===== src/rtl/elevator_pkg.sv =====
// ---------------------------------------------------------------------------
// elevator_pkg
// Shared definitions for the elevator slice: the car-controller state
// encoding and the default floor width / floor count used by the request
// FIFO, the car controller and the request capture logic.
// ---------------------------------------------------------------------------
package elevator_pkg;

   // Default floor geometry shared by every block on the request path.
   localparam int FLOOR_WIDTH = 4;
   localparam int NUM_FLOORS  = 16;

   // Car controller state encoding.
   localparam int              STATE_WIDTH = 3;
   localparam logic [2:0]      ST_IDLE     = 3'd0;
   localparam logic [2:0]      ST_POP      = 3'd1;
   localparam logic [2:0]      ST_LOAD     = 3'd2;
   localparam logic [2:0]      ST_MOVE     = 3'd3;
   localparam logic [2:0]      ST_DOOR     = 3'd4;

   typedef enum logic [STATE_WIDTH-1:0] {
      S_IDLE = ST_IDLE,
      S_POP  = ST_POP,
      S_LOAD = ST_LOAD,
      S_MOVE = ST_MOVE,
      S_DOOR = ST_DOOR
   } car_state_t;

endpackage


===== src/rtl/elevator_car_ctrl_tick_timer.sv =====
// ---------------------------------------------------------------------------
// car_tick_timer
// Small cycle counter shared by the MOVE (per-floor travel) and DOOR
// (door-open hold) phases of the car controller.
//
// Ports:
//   i_clock   in   system clock, rising edge
//   i_rst_n   in   asynchronous active-low reset
//   clear     in   force count to 0 (has priority over enable)
//   enable    in   count this cycle
//   terminal  in   last count value of the current interval
//   done      out  high on an enabled cycle where count == terminal; the
//                  count wraps to 0 on that same edge so the next interval
//                  starts cleanly without an explicit clear
// ---------------------------------------------------------------------------
module car_tick_timer #(
   parameter int pTIMER_WIDTH = 8
) (
   input  logic                    i_clock,
   input  logic                    i_rst_n,
   input  logic                    clear,
   input  logic                    enable,
   input  logic [pTIMER_WIDTH-1:0] terminal,
   output logic                    done
);

   logic [pTIMER_WIDTH-1:0] count;

   assign done = enable && !clear && (count == terminal);

   always_ff @(posedge i_clock or negedge i_rst_n) begin
      if (!i_rst_n) begin
         count <= '0;
      end else if (clear) begin
         count <= '0;
      end else if (enable) begin
         count <= done ? '0 : count + 1'b1;
      end
   end

endmodule


===== src/rtl/elevator_car_ctrl.sv =====
// ---------------------------------------------------------------------------
// elevator_car_ctrl
// Consumer side of the floor-request FIFO. Pops one request at a time,
// range-checks it, steps the car one floor every pTICKS_PER_FLOOR cycles
// toward the target, then holds the door open for pDOOR_TICKS cycles
// before returning to IDLE for the next request.
//
// Ports:
//   i_clock          in   system clock, rising edge
//   i_rst_n          in   asynchronous active-low reset
//   i_fifo_empty     in   FIFO empty flag (looked at only in IDLE)
//   i_fifo_rd_data   in   FIFO read data, valid the cycle after o_fifo_rd_en
//   o_fifo_rd_en     out  one-cycle FIFO pop strobe
//   o_current_floor  out  registered car position
//   o_target_floor   out  registered destination of the active request
//   o_moving_up      out  MOVE and target > current
//   o_moving_down    out  MOVE and target < current
//   o_door_open      out  DOOR state
//   o_busy           out  any state other than IDLE
//   o_req_error      out  one-cycle pulse after popping an out-of-range floor
// ---------------------------------------------------------------------------
module elevator_car_ctrl
   import elevator_pkg::*;
#(
   parameter int pFLOOR_WIDTH     = FLOOR_WIDTH,
   parameter int pNUM_FLOORS      = NUM_FLOORS,
   parameter int pTICKS_PER_FLOOR = 8,
   parameter int pDOOR_TICKS      = 12,
   parameter int pTIMER_WIDTH     = 8
) (
   input  logic                    i_clock,
   input  logic                    i_rst_n,
   input  logic                    i_fifo_empty,
   input  logic [pFLOOR_WIDTH-1:0] i_fifo_rd_data,
   output logic                    o_fifo_rd_en,
   output logic [pFLOOR_WIDTH-1:0] o_current_floor,
   output logic [pFLOOR_WIDTH-1:0] o_target_floor,
   output logic                    o_moving_up,
   output logic                    o_moving_down,
   output logic                    o_door_open,
   output logic                    o_busy,
   output logic                    o_req_error
);

   localparam logic [pTIMER_WIDTH-1:0] MOVE_LAST = pTIMER_WIDTH'(pTICKS_PER_FLOOR - 1);
   localparam logic [pTIMER_WIDTH-1:0] DOOR_LAST = pTIMER_WIDTH'(pDOOR_TICKS - 1);
   localparam logic [pFLOOR_WIDTH-1:0] ONE_FLOOR = pFLOOR_WIDTH'(1);
   localparam logic [31:0]             FLOOR_LIMIT = 32'(pNUM_FLOORS);

   car_state_t                state;
   car_state_t                state_next;
   logic [pFLOOR_WIDTH-1:0]   current;
   logic [pFLOOR_WIDTH-1:0]   current_next;
   logic [pFLOOR_WIDTH-1:0]   target;
   logic [pFLOOR_WIDTH-1:0]   target_next;
   logic                      req_error_next;

   logic                      timer_clear;
   logic                      timer_enable;
   logic [pTIMER_WIDTH-1:0]   timer_terminal;
   logic                      tick_done;

   logic [31:0]               rd_data_ext;
   logic                      req_in_range;
   logic [pFLOOR_WIDTH-1:0]   step_floor;

   // Zero-extend before comparing so pNUM_FLOORS == 2**pFLOOR_WIDTH still
   // works (every encodable value is then valid).
   assign rd_data_ext  = 32'(i_fifo_rd_data);
   assign req_in_range = (rd_data_ext < FLOOR_LIMIT);

   // Target was range-checked before MOVE, so the step can never wrap.
   assign step_floor = (target > current) ? (current + ONE_FLOOR)
                                          : (current - ONE_FLOOR);

   // The timer only runs in MOVE and DOOR; every other state holds it at 0,
   // which gives MOVE/DOOR entered from LOAD a fresh count. MOVE -> DOOR
   // relies on the timer's own wrap at the last floor step.
   assign timer_enable   = (state == S_MOVE) || (state == S_DOOR);
   assign timer_clear    = !timer_enable;
   assign timer_terminal = (state == S_MOVE) ? MOVE_LAST : DOOR_LAST;

   car_tick_timer #(
      .pTIMER_WIDTH (pTIMER_WIDTH)
   ) u_tick_timer (
      .i_clock  (i_clock),
      .i_rst_n  (i_rst_n),
      .clear    (timer_clear),
      .enable   (timer_enable),
      .terminal (timer_terminal),
      .done     (tick_done)
   );

   always_comb begin
      state_next     = state;
      current_next   = current;
      target_next    = target;
      req_error_next = 1'b0;
      case (state)
         S_IDLE: begin
            if (!i_fifo_empty) begin
               state_next = S_POP;
            end
         end
         S_POP: begin
            state_next = S_LOAD;
         end
         S_LOAD: begin
            if (!req_in_range) begin
               req_error_next = 1'b1;
               state_next     = S_IDLE;
            end else begin
               target_next = i_fifo_rd_data;
               state_next  = (i_fifo_rd_data == current) ? S_DOOR : S_MOVE;
            end
         end
         S_MOVE: begin
            if (tick_done) begin
               current_next = step_floor;
               if (step_floor == target) begin
                  state_next = S_DOOR;
               end
            end
         end
         S_DOOR: begin
            if (tick_done) begin
               state_next = S_IDLE;
            end
         end
         default: begin
            state_next = S_IDLE;
         end
      endcase
   end

   // Outputs are registered decodes of the next state so they line up
   // exactly with the state they describe.
   always_ff @(posedge i_clock or negedge i_rst_n) begin
      if (!i_rst_n) begin
         state         <= S_IDLE;
         current       <= '0;
         target        <= '0;
         o_fifo_rd_en  <= 1'b0;
         o_moving_up   <= 1'b0;
         o_moving_down <= 1'b0;
         o_door_open   <= 1'b0;
         o_busy        <= 1'b0;
         o_req_error   <= 1'b0;
      end else begin
         state         <= state_next;
         current       <= current_next;
         target        <= target_next;
         o_fifo_rd_en  <= (state_next == S_POP);
         o_moving_up   <= (state_next == S_MOVE) && (target_next > current_next);
         o_moving_down <= (state_next == S_MOVE) && (target_next < current_next);
         o_door_open   <= (state_next == S_DOOR);
         o_busy        <= (state_next != S_IDLE);
         o_req_error   <= req_error_next;
      end
   end

   assign o_current_floor = current;
   assign o_target_floor  = target;

endmodule


===== config.mk =====
export PLATFORM = sky130hd
export DESIGN_NAME = elevator_car_ctrl
export DESIGN_NICKNAME = d
export VERILOG_FILES = /design/src/rtl/elevator_pkg.sv /design/src/rtl/elevator_car_ctrl_tick_timer.sv /design/src/rtl/elevator_car_ctrl.sv
export SDC_FILE = /design/constraint.sdc
export NUM_CORES = 1
export LEC_CHECK = 0
export ABC_AREA = 1
export ABC_CLOCK_PERIOD_IN_PS = 3400
export CAP_MARGIN = 20
export CORE_MARGIN = 2
export CORE_UTILIZATION = 54
export CTS_CLUSTER_SIZE = 25
export DETAILED_ROUTE_END_ITERATION = 7
export PLACE_DENSITY = 0.79
export SYNTH_ARGS = -nofsm -noshare
export SYNTH_HDL_FRONTEND = slang
export SYNTH_SLANG_ARGS = --single-unit

===== constraint.sdc =====
create_clock -name i_clock -period 3.4 [get_ports i_clock]
set_clock_uncertainty 0.05 [all_clocks]
set_input_delay 0.85 -clock i_clock [delete_from_list [all_inputs] [get_ports i_clock]]
set_output_delay 0.85 -clock i_clock [all_outputs]
set_load 0.05 [all_outputs]

==> results.rst <==
.. list-table::
   :header-rows: 1

   * - Metric
     - Value
   * - Remaining DRCs
     - 0
   * - Unrepaired setup endpoints after global routing
     - no
   * - Number of input and output port buffers inserted
     - 19
   * - Row Count
     - 19
   * - Maximum clock path buffer count
     - 2
   * - Final Routed Wirelength
     - 2.87 mm
   * - Post-DR wirelength/cell
     - 12.3 um
   * - Final design instance area without fill
     - 0.00183 sq mm
   * - Pre-antenna DRT Iters
     - 4
   * - Average vias per placed instance
     - 5.17
   * - Setup crit start kind
     - flop
   * - H-tree Lvls
     - 1
   * - Top-Level Pins
     - 21
   * - Clock latency at the later pin of the worst-skew pair
     - 0.32 ns
   * - Total track usage
     - 0.205
   * - Buffers inserted during post-CTS setup optimization
     - 0
   * - Area of the die
     - 0.00334 sq mm
   * - Clock-pin slew of the registers on the worst-case setup and hold paths
     - 0.13 ns
   * - Area fraction of the dominant cell type after synthesis
     - 0.385
   * - Share of post-route cells with drive strength above 1
     - 0.192
   * - Vias after detailed routing
     - 1210
   * - Pin count of the biggest net entering global routing
     - 25
   * - Rel. slew slack
     - 0.654
   * - Arrival time of the worst setup path
     - 3.31 ns
   * - Worst min-delay path category
     - flop to flop
   * - Hold buffers post-CTS
     - 0
   * - Number of distinct library cells after synthesis
     - 32
   * - Antenna violation net count after detailed routing
     - 0
   * - TritonCTS clock tree
     - yes
   * - Number of global-route vias before repair
     - 1180
   * - Warnings, synthesis
     - 0
   * - Die boundary height
     - 57.8 um
   * - Final Max Tran Viols
     - 0
   * - Number of antenna diodes
     - 0
   * - Netlist area before placement
     - 0.00156 sq mm
   * - Final-layout fill cell count
     - 224
   * - Count of endpoints failing setup in the final report
     - 0
   * - Result of the run
     - finished clean
   * - Root buffer selected by CTS
     - sky130_fd_sc_hd__clkbuf_4
   * - Post-layout minimum cycle time
     - 3.09 ns
   * - Number of buffers added by the clock tree synthesis step
     - 3
   * - Count of flip-flops with a built-in enable after synthesis
     - 0
   * - Cell count after synthesis
     - 180
   * - Effective utilization at floorplan
     - 0.566
   * - CP endpoint kind
     - flop
   * - Data required, critical path
     - 3.61 ns
   * - Number of nets in the final layout
     - 223
   * - Clock sink count
     - 24
   * - Residual overflow from global routing
     - 0
   * - Net count after synthesis
     - 199
   * - Die width
     - 57.8 um
   * - Placer Congestion
     - 0.848
   * - Standard cell core area
     - 0.00276 sq mm
   * - Count of max-cap constraint violations
     - 0
   * - Mapped Avg Cell Area
     - 8.67 sq um
   * - Final hold viol count
     - 0
   * - DPL Wire Length
     - 2.34 mm
   * - Maximum clock frequency
     - 0.323 GHz
   * - Cell types with the largest area share after synthesis
     - sky130_fd_sc_hd__dfrtp_1, sky130_fd_sc_hd__ha_1, sky130_fd_sc_hd__nand2_1, sky130_fd_sc_hd__inv_1, sky130_fd_sc_hd__xnor2_1
   * - Worst Max-Slew Pin Slew
     - 0.518 ns
   * - Dominant cell type by area after synthesis
     - sky130_fd_sc_hd__dfrtp_1
   * - Post-synthesis to final-layout area growth
     - 17.1%
   * - Detailed Route Iter0 Violations
     - 25
   * - Sequential-to-total area share from yosys stat
     - 0.385
   * - Multi-input gate area in the final layout
     - 823 sq um
   * - Total negative slack
     - 0 ns
   * - First-pass GRT wire length
     - 5.13 mm
   * - Worst Path Class, Setup
     - flop to flop
   * - Maximum fanout encountered on the critical timing path
     - 5
   * - Cell area after placement
     - 0.00179 sq mm
   * - Sequential cell area
     - 603 sq um
   * - Predominant post-synthesis flop cell
     - sky130_fd_sc_hd__dfrtp_1
   * - Share of synthesized flip-flops with an asynchronous set or reset
     - 1.00
   * - Final period util
     - 0.910
   * - Leading cell type in the layout, fill and taps excluded
     - sky130_fd_sc_hd__nand2_1
   * - Number of antenna violations at the first check in global routing
     - 0
   * - #FFs+latches synth
     - 24
   * - Commonest cells after routing, fill and taps aside
     - sky130_fd_sc_hd__nand2_1, sky130_fd_sc_hd__inv_1, sky130_fd_sc_hd__dfrtp_1
## Yosys cell counts, types with 2 or more instances
| cell type | n |
|---|---|
| sky130_fd_sc_hd__nor3_1 | 3 |
| sky130_fd_sc_hd__nand4_1 | 2 |
| sky130_fd_sc_hd__nand2_1 | 33 |
| sky130_fd_sc_hd__o21ai_0 | 5 |
| sky130_fd_sc_hd__inv_2 | 7 |
| sky130_fd_sc_hd__nand3_2 | 3 |
| sky130_fd_sc_hd__nor2_4 | 3 |
| sky130_fd_sc_hd__inv_1 | 26 |
| sky130_fd_sc_hd__nand3_1 | 9 |
| sky130_fd_sc_hd__o21ai_2 | 2 |
| sky130_fd_sc_hd__nor2_1 | 12 |
| sky130_fd_sc_hd__dfrtp_1 | 24 |
| sky130_fd_sc_hd__a21oi_4 | 2 |
| sky130_fd_sc_hd__xor2_1 | 5 |
| sky130_fd_sc_hd__xnor2_1 | 6 |
| sky130_fd_sc_hd__ha_1 | 11 |
| sky130_fd_sc_hd__nand2_2 | 6 |
| sky130_fd_sc_hd__nor2_2 | 3 |
| sky130_fd_sc_hd__a21oi_1 | 4 |
| sky130_fd_sc_hd__o21ai_1 | 2 |
## worst max-delay path: stages, from the launching register on
cell and delay [ns]:
sky130_fd_sc_hd__dfrtp_2 0.45, sky130_fd_sc_hd__inv_1 0.08, sky130_fd_sc_hd__ha_1 0.34, sky130_fd_sc_hd__nand2_1 0.08, sky130_fd_sc_hd__inv_2 0.07, sky130_fd_sc_hd__nand2_2 0.07
sky130_fd_sc_hd__nand2_1 0.07, sky130_fd_sc_hd__nand2_2 0.07, sky130_fd_sc_hd__ha_1 0.32, sky130_fd_sc_hd__nand3_1 0.11, sky130_fd_sc_hd__nand3_1 0.07, sky130_fd_sc_hd__nand2_1 0.06
sky130_fd_sc_hd__nand2_1 0.07, sky130_fd_sc_hd__inv_1 0.07, sky130_fd_sc_hd__nand2_2 0.06, sky130_fd_sc_hd__nand3_1 0.11, sky130_fd_sc_hd__o21ai_2 0.08, sky130_fd_sc_hd__ha_1 0.29
sky130_fd_sc_hd__nand2_1 0.06, sky130_fd_sc_hd__o21ai_1 0.18, sky130_fd_sc_hd__o21ai_0 0.14, sky130_fd_sc_hd__nor2_2 0.12
## through the flow
step | cells | setup WS [ns] | hold WS (ns) | utilization
after floorplan | 180 | 0.0819 | 0.383 | -
after global placement | 230 | 0.335 | 0.396 | 0.649
after detailed placement | 230 | 0.221 | 0.411 | 0.649
after CTS | 234 | 0.172 | 0.428 | 0.662
after global routing | 234 | 0.0484 | 0.454 | 0.663
final | 234 | 0.307 | 0.421 | 0.663
## routing by layer
layer | vias up | part of all wire | GRT usage
li1 | 608 | - | -
met1 | 574 | 0.48 | 0.274
met2 | 23 | 0.46 | 0.320
met3 | 5 | 0.039 | 0.0446
met4 | 0 | 0.019 | 0.0963
met5 | - | 0 | 0
## area by class of cell
class                   instances  area share
flip-flops and latches         24       0.330
repair buffers                 20       0.108
well taps                      31      0.0212
inverters                      34      0.0711
clock buffers                   4      0.0198
multi-input cells             121       0.450
## cell families after synthesis
| family | Yosys count | share of synthesized area |
|---|---|---|
| simple gates | 80 | 0.278 |
| buf+inv | 35 | 0.0881 |
| flops | 24 | 0.385 |
| compound gates | 17 | 0.0841 |
| fa+ha+maj | 12 | 0.101 |
| xor+xnor | 11 | 0.0617 |
| other cells | 1 | 0.00240 |
## worst paths after layout
check	startpoint	endpoint	slack [ns]	depth (start not counted)
min in group asynchronous	i_rst_n	o_moving_down$_DFF_PN0_	0.82	2
max in group asynchronous	i_rst_n	o_current_floor[1]$_DFF_PN0_	2.24	2
setup / recovery	o_current_floor[3]$_DFF_PN0_	o_moving_up$_DFF_PN0_	0.31	21
hold reg to reg	u_tick_timer.count[0]$_DFF_PN0_	u_tick_timer.count[0]$_DFF_PN0_	0.42	1
hold / removal	u_tick_timer.count[0]$_DFF_PN0_	u_tick_timer.count[0]$_DFF_PN0_	0.42	1
setup reg to reg	o_current_floor[3]$_DFF_PN0_	o_moving_up$_DFF_PN0_	0.31	21
## flip-flops by register name, summed over array words and instances (netlist names)
name,cells
u_tick_timer.count,8
o_moving_down,1
o_busy,1
o_fifo_rd_en,1
state,3
o_door_open,1
o_current_floor,4
o_moving_up,1
o_target_floor,4
## repair_timing
action                     CTS  global route
resized for setup            0             3
hold endpoints to repair     0             0
setup endpoints to repair    0             1
Power is not shown: default switching activity piles up to over one toggle a cycle in this logic, so the estimate is an artifact.
==> variant 1, RTL diff (config.mk and constraints unchanged) <==
Make the reset (`i_rst_n`) synchronous in 2 clocked blocks. Comments in the files are not updated.
--- a/src/rtl/elevator_car_ctrl_tick_timer.sv
+++ b/src/rtl/elevator_car_ctrl_tick_timer.sv
@@ -28,7 +28,7 @@
 
    assign done = enable && !clear && (count == terminal);
 
-   always_ff @(posedge i_clock or negedge i_rst_n) begin
+   always_ff @(posedge i_clock) begin
       if (!i_rst_n) begin
          count <= '0;
       end else if (clear) begin
--- a/src/rtl/elevator_car_ctrl.sv
+++ b/src/rtl/elevator_car_ctrl.sv
@@ -135,7 +135,7 @@
 
    // Outputs are registered decodes of the next state so they line up
    // exactly with the state they describe.
-   always_ff @(posedge i_clock or negedge i_rst_n) begin
+   always_ff @(posedge i_clock) begin
       if (!i_rst_n) begin
          state         <= S_IDLE;
          current       <= '0;
Behaviour: differs if i_rst_n is asserted again (counterexample within 4 cycles, from zero or initial values and one cycle with i_rst_n low); with i_rst_n held inactive, the same outputs for 10 cycles.
==> variant 1 against the unedited design <==
- count of clock-buffer cells in the layout shrank 1
- via count grew 2.1%
- setup slack lost 0.11 ns
- routed wire length shrank 0.59%
- die area shrank 10%
- design area shrank 7.1%
- sequential share of layout area shrank 4.2 points
- synthesized area shrank 11%
- first-iteration DRC count shrank 16%
- utilization grew 2.9 points
- sequential cell count is the same
- critical endpoint is now o_moving_up$_SDFF_PN0_
- largest cell class unchanged
- highest routed layer unchanged
==> variant 1: results (changes against the unedited design) <==
Logic synthesis
  – Commonest cells post-synth: inv_1, nand2_1, dfxtp_1, nor2_1, ha_1
  – Fraction of registers with async set/reset: 0% (-100 points)
  – Yosys warns: 0 (unchanged)
  – Synthesized Nets: 204 (+2.5%)
  – Post-synth EDFFs: 0 (unchanged)
  – Sequential cell area fraction in the yosys report: 34.59% (-3.9 points)
  – Synth unique cells: 31 (-3.1%)
  – Area contributors post-synth: dfxtp_1, ha_1, inv_1
  – Top FF cell, synth: dfxtp_1
  – Gate Count Post-Synth: 185 (+2.8%)

Route
  – Via count: 1,235 (+2.1%)
  – Met2 WL: 1.498 mm (+12%)
  – Average vias per placed instance: 5.189 (+0.35%)
  – Wire per inst: 11.99 um (-2.3%)
  – Wire length on met1: 1.246 mm (-9.1%)
  – Metal3 WL: 69 um (-39%)
  – DR iter-0 viols: 21 (-16%)
  – DR top layer: met4

GRT
  – GR Util met1: 22.90% (-4.5 points)
  – GRT Util Overall: 20.61% (+0.085 points)
  – M2 GR Usage: 39.88% (+7.9 points)
  – Met3 Usage GRT: 3.279% (-1.2 points)
  – Global-route wire length before repair: 4.485 mm (-13%)
  – Initial antenna violation count: 0 (unchanged)
  – Largest net degree at the start of global routing: 15 (-40%)
  – Vias in the first global route: 1,137 (-3.6%)

Cells and area
  – Inverters: 33 (-2.9%)
  – Clk tree area frac: 3.093% (+1.1 points)
  – Multi-input gates: 126 (+4.1%)
  – Fin nets: 228 (+2.2%)
  – Bufs w/o clock: 21 (+5.0%)
  – Reg area: 488.0 um^2 (-19%)
  – Num sequential: 24 (unchanged)
  – Buffering overhead: 12.08% (+1.3 points)
  – Max reg flops: 8 (unchanged)
  – Multi-input combinational cell area: 792.0 um^2 (-3.8%)
  – Number of fill cells: 208 (-7.1%)
  – Layout cells sized above 1: 9.615% (-9.6 points)
  – Share of cell area taken by multi-input logic gates: 46.61% (+1.6 points)

Clock tree
  – Clock Tree Buf Depth: 2 (unchanged)
  – Clock root cell: clkbuf_4
  – CTS clk-pin slew, worst paths: approximately 0.14 ns

Job
  – MaxCap Viol Count: 0 (unchanged)

Placed design
  – HPWL Detailed: 2.256 mm (-3.4%)
  – Placed Area: 1620 um^2 (-9.5%)
  – Gpl congestion: 0.8289 (-2.2%)
  – Pre-CTS WS: 0.06360 ns (-0.1573 ns)

Power
  – Combinational Power Share: between 30% and 40%
  – VDD IR max: approximately 0.30 mV
  – Clock-net power: between 200 and 250 uW
  – P_leak: a little under 0.8 nW

STA
  – Slew margin rel.: 66.73% (+1.3 points)

Setup path
  – Cell family with most CP delay: adder cells
  – Crit path arrival time: 3.35 ns (+0.04 ns)
  – Crit-path max cell delay: 0.40 ns (-0.05 ns)
  – Worst path slowest cell: dfxtp_4

Hold path
  – Worst hold path class: reg -> reg

Status
  – Outcome: finished clean

Die
  – Die area: 2994 um^2 (-10%)
## variant 1: changes by cell type after synthesis, moves of 4 or more
cell and change:
inv_2 -7, dfxtp_1 +24, nand2_2 -4, nor2_1 +12, inv_1 +7, dfrtp_1 -24
o21ai_0 +5
## variant 1: cells by family after synthesis
logic type	share of synthesized area (%)
AOI/OAI and AO/OA	9.459
adders and majority gates	11.35
xor gates and xnor gates	6.847
other	0.2700
buffers and inverters	9.730
DFF	34.59
and+or+nand+nor	27.75
## variant 1: final timing paths
path	from	end	slack, ns	cells after the start
worst max-delay path	o_current_floor[3]$_SDFF_PN0_	o_moving_up$_SDFF_PN0_	0.20	21
worst min-delay path	u_tick_timer.count[0]$_SDFF_PP0_	u_tick_timer.count[0]$_SDFF_PP0_	0.41	1
worst max register to register	o_current_floor[3]$_SDFF_PN0_	o_moving_up$_SDFF_PN0_	0.20	21
worst min register to register	u_tick_timer.count[0]$_SDFF_PP0_	u_tick_timer.count[0]$_SDFF_PP0_	0.41	1
==> variant 2, RTL diff (same settings) <==
Without the edit above. `pTIMER_WIDTH` is set to 8 in 2 places; all go to 10.
--- a/src/rtl/elevator_car_ctrl_tick_timer.sv
+++ b/src/rtl/elevator_car_ctrl_tick_timer.sv
@@ -14,7 +14,7 @@
 //                  starts cleanly without an explicit clear
 // ---------------------------------------------------------------------------
 module car_tick_timer #(
-   parameter int pTIMER_WIDTH = 8
+   parameter int pTIMER_WIDTH = 10
 ) (
    input  logic                    i_clock,
    input  logic                    i_rst_n,
--- a/src/rtl/elevator_car_ctrl.sv
+++ b/src/rtl/elevator_car_ctrl.sv
@@ -26,7 +26,7 @@
    parameter int pNUM_FLOORS      = NUM_FLOORS,
    parameter int pTICKS_PER_FLOOR = 8,
    parameter int pDOOR_TICKS      = 12,
-   parameter int pTIMER_WIDTH     = 8
+   parameter int pTIMER_WIDTH     = 10
 ) (
    input  logic                    i_clock,
    input  logic                    i_rst_n,
Check against the original RTL: same outputs for any inputs over 10 cycles, from zero or initial values and one cycle with i_rst_n low; that may be too few to reach the edited logic, so the function may still have changed.
==> variant 2 against the unedited design <==
- routed wire length grew 4.7%
- synthesized cell count grew 11%
- setup slack gained 0.0063 ns
- sequential cell count grew 2
- critical path type unchanged
- sequential share of layout area grew 1.3 points
- design area grew 4.3%
- synthesized area grew 5.8%
Power is left out: the tool's default activity adds up to more than one toggle a clock period on the data nets, which glitch-free logic cannot reach.
==> variant 2: results (changes against the unedited design) <==
Logic synthesis
  – Commonest cells post-synth: nand2_1, inv_1, dfrtp_1
  – Synth unique cells: 29 (-9.4%)
  – Xor and xnor area share after synthesis: 4.242% (-1.9 points)
  – Compound-gate portion of the synthesized area: 8.106% (-0.31 points)
  – Synthesized Nets: 219 (+10%)
  – Area contributors post-synth: dfrtp_1, nand2_1, ha_1

Status
  – Outcome: finished clean

GRT
  – M2 GR Usage: 31.24% (-0.74 points)
  – GRT Util Overall: 19.98% (-0.54 points)
  – Vias in the first global route: 1,243 (+5.3%)
  – GR Util met1: 27.99% (+0.62 points)
  – Met3 Usage GRT: 3.275% (-1.2 points)
  – Largest net degree at the start of global routing: 27 (+8.0%)

Cells and area
  – Fin nets: 243 (+9.0%)
  – Max reg flops: 10 (+2)
  – Layout cells sized above 1: 17.57% (-1.6 points)
  – Number of fill cells: 257 (+15%)

Route
  – Average vias per placed instance: 5.059 (-2.2%)
  – DR iter-0 viols: 38 (+52%)

STA
  – Min Hold Slack: 0.4632 ns (+0.04174 ns)

Placed design
  – HPWL Detailed: 2.478 mm (+6.1%)
  – Placed Area: 1883 um^2 (+5.2%)
  – Gpl congestion: 0.7665 (-9.6%)

Hold path
  – WHS Endpoint: o_fifo_rd_en$_DFF_PN0_

Setup path
  – Crit path arrival time: 3.30 ns (about the same)
[variant 2: cell types whose count changed after synthesis, moves of 3 or more]
cell     before  now
nand2_1      33   37
inv_1        26   35
nand3_2       3    6
nand3_1       9    6
a21oi_1       4    7
[variant 2: area by class of cell]
| type | instances | area [um^2] | share of cell area [%] |
|---|---|---|---|
| well taps | 33 | 41.29 | 2.164 |
| flip-flops and latches | 26 | 653.1 | 34.23 |
| inverters | 44 | 165.2 | 8.656 |
| repair buffers | 20 | 197.7 | 10.36 |
| clock buffers | 3 | 22.52 | 1.180 |
| multi-input cells | 129 | 828.3 | 43.41 |
[variant 2: worst max-delay path, delay by kind of cell, from the launching register on]
family / cells / cell delay (ns)
DFF: 1 / 0.44
buffers and inverters: 3 / 0.21
AOI/OAI and AO/OA: 3 / 0.42
adders and majority gates: 3 / 0.98
and+or+nand+nor: 12 / 0.94
[variant 2: cell families (layout without fill, tap and decap cells)]
| group | count (synthesis) | in the layout |
|---|---|---|
| and+or+nand+nor | 87 | 87 |
| buffers and inverters | 45 | 67 |
| DFF | 26 | 26 |
| AOI/OAI and AO/OA | 21 | 21 |
| adders and majority gates | 12 | 12 |
| xor gates and xnor gates | 8 | 8 |
| other | 1 | 1 |
[variant 2: what timing repair did]
item	CTS	global route
resized for setup	0	3
endpoints found under the setup margin	0	1
setup buffers	0	0
[variant 2: layer usage]
metal,vias up,wire [um]
met5,-,0
met4,0,14
met3,3,77
met2,18,1399
met1,600,1515
li1,669,-
[variant 2: through the flow]
stage / utilization, % / worst slack [ns] / cells
global placement: 63.24 / 0.3192 / 252
global route: 64.08 / 0.02428 / 255
CTS: 63.99 / 0.1582 / 255
finish: 64.08 / 0.3134 / 255
floorplan: - / 0.08427 / 200
detailed placement: 63.24 / 0.2045 / 252
